--- config.mk ---
export PLATFORM = sky130hd
export DESIGN_NAME = pc_call_stack
export DESIGN_NICKNAME = d
export VERILOG_FILES = /design/src/rtl/pc_call_stack.sv
export SDC_FILE = /design/constraint.sdc
export NUM_CORES = 1
export LEC_CHECK = 0
export BUFFER_PORTS_ARGS = -buffer_cell sky130_fd_sc_hd__buf_2
export CORE_ASPECT_RATIO = 1.5
export CORE_MARGIN = 2
export CORE_UTILIZATION = 46
export CTS_CLUSTER_SIZE = 14
export DETAILED_ROUTE_END_ITERATION = 6
export PLACE_DENSITY = 0.63
export SETUP_SLACK_MARGIN = 0.05
export SLEW_MARGIN = 20
export SYNTH_ARGS = -nofsm -noshare
export SYNTH_HDL_FRONTEND = slang
export SYNTH_SLANG_ARGS = --single-unit
--- constraint.sdc ---
create_clock -name clk -period 3.26 [get_ports clk]
set_input_delay 0 -clock clk [delete_from_list [all_inputs] [get_ports clk]]
set_output_delay 0 -clock clk [all_outputs]
set_load 0.02 [all_outputs]
--- src/rtl/pc_call_stack.sv ---
// pc_call_stack: 16-bit program counter with return-address stack (in/load/inc/call/ret -> out, sp, full, empty, err)
module pc_call_stack #(
    parameter int WIDTH = 16,
    parameter int DEPTH = 4,
    parameter logic [WIDTH-1:0] RESET_VAL = 16'h0000
) (
    input  logic                     clk,
    input  logic                     reset,
    input  logic [WIDTH-1:0]         in,
    input  logic                     load,
    input  logic                     inc,
    input  logic                     call,
    input  logic                     ret,
    output logic [WIDTH-1:0]         out,
    output logic [$clog2(DEPTH):0]   sp,
    output logic                     full,
    output logic                     empty,
    output logic                     err
);
    localparam int AW = $clog2(DEPTH);
    localparam int SW = AW + 1;
    logic [WIDTH-1:0] stack [DEPTH];
    logic [WIDTH-1:0] pc_next;
    logic [SW-1:0]    sp_dec;
    assign pc_next = out + WIDTH'(1);
    assign sp_dec  = sp - SW'(1);
    assign full    = sp == SW'(DEPTH);
    assign empty   = sp == '0;
    always_ff @(posedge clk) begin
        if (reset) begin
            out <= RESET_VAL;
            sp  <= '0;
            err <= 1'b0;
        end else if (ret) begin
            if (empty) begin
                out <= pc_next;
                err <= 1'b1;
            end else begin
                out <= stack[sp_dec[AW-1:0]];
                sp  <= sp_dec;
            end
        end else if (call) begin
            out <= in;
            if (full) begin
                err <= 1'b1;
            end else begin
                stack[sp[AW-1:0]] <= pc_next;
                sp <= sp + SW'(1);
            end
        end else if (load) begin
            out <= in;
        end else if (inc) begin
            out <= pc_next;
        end
    end
endmodule

== Yosys cells after proc, flatten, opt, wreduce, memory -nomap -nowiden ==
Memory sizes are Yosys's and may differ from the RTL's.
Cells that the tools add are included.
Word-level totals
  flip-flop bits (word level): 20
  RAM bits: 64
  input bits: 22
  logic and storage cells: 35
  memories kept: 1
Memories
  stack: words 4, width 16, read ports 1, clocked after memory_dff 0, wr ports 1, RTL line 22  | logic [WIDTH-1:0] stack [DEPTH];
Operators by class
  $add $sub $neg: 3
  equal/unequal tests: 4
  multiplexer cells: 18
  reduce and logical (&&, ||, !) cells: 6
Operator list (count)
  two-way mux 16 bit: 5
  adder 16 x 1 -> 16 bit, second input constant: 1
  two-way mux 3 bit: 4
  two-way mux 1 bit: 9
  AND reduction 3 bit: 2
  inequality test 2 bit, second input constant: 2
  nonzero test 2 bit: 2
  nonzero test 4 bit: 1
  adder 3 x 1 -> 3 bit, second input constant: 1
  equality test 3 bit, second input constant: 1
  logical NOT 3 bit: 1
  subtractor 3 x 1 -> 3 bit, second input constant: 1
  inequality test 2 x 1 -> 1 bit, second input constant: 1

== Logic depth before layout (Yosys ltp) ==
  depth in word-level cells: 6
  gate-level depth with buffers: 10
  gate-level depth less buffers: 8

== Worst setup path before layout ==
No wires, ideal clock.
  path kind: flip-flop to flip-flop
  start: register sp[0]
  end: memory stack[0][0] (enable)
  cell stages (with the launch flop): 8
  buffers on the path: 2
  required time: 2.886 ns
  setup time: 0.374 ns
  slack: 0.709 ns
  arrival: 2.177 ns
  clock period less this slack: 2.551 ns
  cell sequence: dfxtp_1 buf_4 buf_6 inv_1 ha_1 and2_1 nor2b_2 and3_1
On the way
  word-level cells in the longest chain between the ends: 6
RTL lines
  start, declared: RTL line 15  | output logic [$clog2(DEPTH):0] sp,
  start signal, assigned: RTL line 40  | sp <= sp_dec;
  start signal, assigned: RTL line 48  | sp <= sp + SW'(1);
  equality test 3 bit: RTL line 27  | assign full = sp == SW'(DEPTH);
  net full: RTL line 16  | output logic full,
  two-way mux 1 bit: RTL line 44  | if (full) begin
  two-way mux 1 bit: RTL line 42  | end else if (call) begin
  two-way mux 1 bit: RTL line 34  | end else if (ret) begin
  two-way mux 1 bit: RTL line 30  | if (reset) begin
  two-way mux 1 bit (implied by the code): RTL line 47  | stack[sp[AW-1:0]] <= pc_next;
  end, declared: RTL line 22
The timed path passes the listed nets, and every way through them passes these cells.

== Final worst setup path ==
  start: register sp[1]
  end: register out[14]
On the way
  word-level cells in the longest chain between the ends: 4
  elaborated cells between the ends (all ways): 5
RTL lines
  subtractor 3 x 1 -> 3 bit: RTL line 26  | assign sp_dec = sp - SW'(1);
  memory (4 x 16 bit)
  two-way mux 16 bit *: RTL line 35  | if (empty) begin
  two-way mux 16 bit *: RTL line 34
  end signal, assigned: RTL line 36  | out <= pc_next;
  end signal, assigned: RTL line 39  | out <= stack[sp_dec[AW-1:0]];
  end signal, assigned: RTL line 43  | out <= in;
  end, declared: RTL line 14  | output logic [WIDTH-1:0] out,
Every way passes the cells marked *; elsewhere a longest branch is shown, timed or not.
A chain may end at the register's enable or synchronous reset.

==> metrics.txt <==
status=complete, no violations; Residual DRC=0; wire length on met3=474 µm; share of the core filled with cells=54.7%; Gate Count Post-Synth=307; Fin Setup TNS=0 ps; Vias=2668; Nets=380; worst setup margin=1080 ps; Seq/Total Area, Yosys=58.7%; Reg2Reg Depth=5; synth warn=0; area of the multi-input gates=1480 µm²; initial antenna violation count=0; metal2 WL=4890 µm; clk buf depth=2; unrepaired setup endpoints after global routing=false; PnR Total Power=3.57 mW; post-CTS resize count=0; Post-DRT Antenna Nets=0; DIE WIDTH=79.7 µm; overall die height=118 µm; origin of the critical flop-to-flop path=sp[1]$_SDFFE_PP0P_; Pre-antenna DRT Iters=4; Placed Instances=447; post-DR wirelength/cell=20.8 µm; Final Wtd Congestion=0.836; Hold Crit Depth=3; final cell count without fillers=464; total CTS buffers=9; CTS Sinks=84; Hold Buf Count CTS=1; Post-CTS Repair Setup Buffers=0; first-pass GRT wire length=15000 µm; Synth Cell Area=3960 µm²; Metal-1 WL=3920 µm; Final Critical Period=2180 ps; vias in the first global route=2681; crit path from=sp[1]$_SDFFE_PP0P_; worst-path fanout max=10; Syn Area/Cell=12.9 µm²; DRT iter0 DRCs=278; Post-DP Area=4260 µm²; Final setup viols=0; max-cap viol count=0; Yosys reg bits=84; Final Skew=8.48 ps; largest net degree at the start of global routing=35; pwr dens=781 nW/µm²; Netlist cell types=55; Top Ports=44; final hold vios=0; CTS tree=yes; Async SR Flop Fraction=0%; Peak Freq=458 MHz; clk slew on worst S/H paths=60 ps; Rows=41; total grt overflow=0; DP HPWL=6610 µm; Max VDD drop=314 µV; Max-slew headroom=37.2%; Critical R2R Capture=out[14]$_SDFFE_PP0P_; Post-synth EDFFs=64; Final Cell Area=4580 µm²; PortBufs=43; Initial Util=47.3%; worst setup path class=register to register; Reg area=2320 µm²; startpoint types=register; leakage power=1.71 nW; share of cells above drive strength 1=26.1%; Area growth syn-to-layout=15.6%; core area=8360 µm²; Worst EP arrival=2400 ps; crit path to=out[14]$_SDFFE_PP0P_; crit share post-route=67.0%; Hold WS=17.6 ps; CP required=3480 ps; clk root buf=clkbuf_16; Net Count, Synth=335; worst slew pin tran=929 ps; FILL cells=707; worst hold path type=primary input to register; die area=9380 µm²; Max Slew Vio Count=0; GRT Resource Usage Total=22.1%; Setup crit end kind=register; Synth Flop Type=edfxtp_1; vias per inst=5.75; ANT cells=0; Top Layer Used=met4; pre-CTS setup slack=1060 ps; Clock Latency Late Sink=340 ps; FF-to-FF setup slack=1080 ps; Max H-tree Level=3; drt total wl=9640 µm
-- metal layers --
| layer | vias up | track usage, % |
|---|---|---|
| li1 | 1252 | - |
| met4 | 0 | 12.9 |
| met5 | - | 0 |
| met1 | 1302 | 27.4 |
| met2 | 90 | 36.3 |
| met3 | 24 | 3.07 |
-- worst max-delay path: stages, from the launching register on --
cell and delay [ps]:
dfxtp_1 370, inv_1 100, ha_1 640, buf_4 300
mux4_2 330, a221o_1 330
-- kinds of logic after synthesis --
| kind of cell | synth area share (%) |
|---|---|
| buffers and inverters | 3.98 |
| adder cells (fa/ha/maj) | 1.90 |
| AO/OA/AOI/OAI | 9.11 |
| XOR/XNOR | 3.54 |
| flip-flops | 58.7 |
| AND/OR/NAND/NOR | 12.7 |
| multiplexers | 10.1 |
-- layout make-up --
class | count | area share [%]
Clock buffer | 12 | 5.61
Tap cell | 107 | 2.93
Timing Repair Buffer | 51 | 6.07
Inverter | 15 | 1.29
Clock inverter | 4 | 1.07
Multi-Input combinational cell | 191 | 32.3
Sequential cell | 84 | 50.8
-- how the worst min path moves through the flow --
stage                       from                    to  slack [ps]
after CTS                  in[6]   out[6]$_SDFFE_PP0P_          20
after detailed placement  in[13]  out[13]$_SDFFE_PP0P_         360
final                      in[6]   out[6]$_SDFFE_PP0P_          20
after floorplan           in[13]  out[13]$_SDFFE_PP0P_         220
after global routing       in[5]   out[5]$_SDFFE_PP0P_          60
after global placement    in[13]  out[13]$_SDFFE_PP0P_         350
-- power breakdown --
group	internal (mW)	switching [mW]	leakage, nW	total, mW
Clock	0.634	0.399	0.153	1.03
Sequential	1.32	0.113	0.753	1.43
Combinational	0.443	0.666	0.800	1.11
Total	2.40	1.18	1.71	3.57
-- cell usage after synthesis (5+ instances only) --
| cell type | n | area, µm² |
|---|---|---|
| a21oi_1 | 16 | 80.1 |
| and3_1 | 6 | 37.5 |
| buf_2 | 6 | 30.0 |
| clkbuf_1 | 6 | 22.5 |
| dfxtp_1 | 20 | 400 |
| edfxtp_1 | 64 | 1920 |
| ha_1 | 6 | 75.1 |
| inv_1 | 13 | 48.8 |
| mux4_2 | 16 | 360 |
| nand2_1 | 14 | 52.6 |
| nand3_1 | 11 | 55.1 |
| nor2_1 | 29 | 109 |
| o21ai_0 | 16 | 80.1 |
| o22ai_1 | 5 | 31.3 |
| xnor2_1 | 8 | 70.1 |
| xor2_1 | 8 | 70.1 |
-- registers in the layout (all words and copies together) (netlist names) --
name / flops
stack: 64
out: 16
sp: 3
err: 1
-- cell usage in the layout (no fill, tap or decap), types with 3 or more instances in the layout --
master     synthesis  layout
edfxtp_1          64      64
buf_2              6      43
nor2_1            29      29
dfxtp_1           20      20
mux4_2            16      16
o21ai_0           16      16
a21oi_1           16      16
nand2_1           14      14
inv_1             13      13
nand3_1           11      11
clkbuf_16          0       9
xor2_1             8       8
xnor2_1            8       8
buf_4              1       7
and3_1             6       6
ha_1               6       6
o22ai_1            5       5
nor3_1             4       4
or3_1              4       4
a211oi_1           4       4
mux2i_1            4       4
nor4_1             3       3
o211ai_1           3       3
No activity file was read; power rests on OpenSTA's default activity.
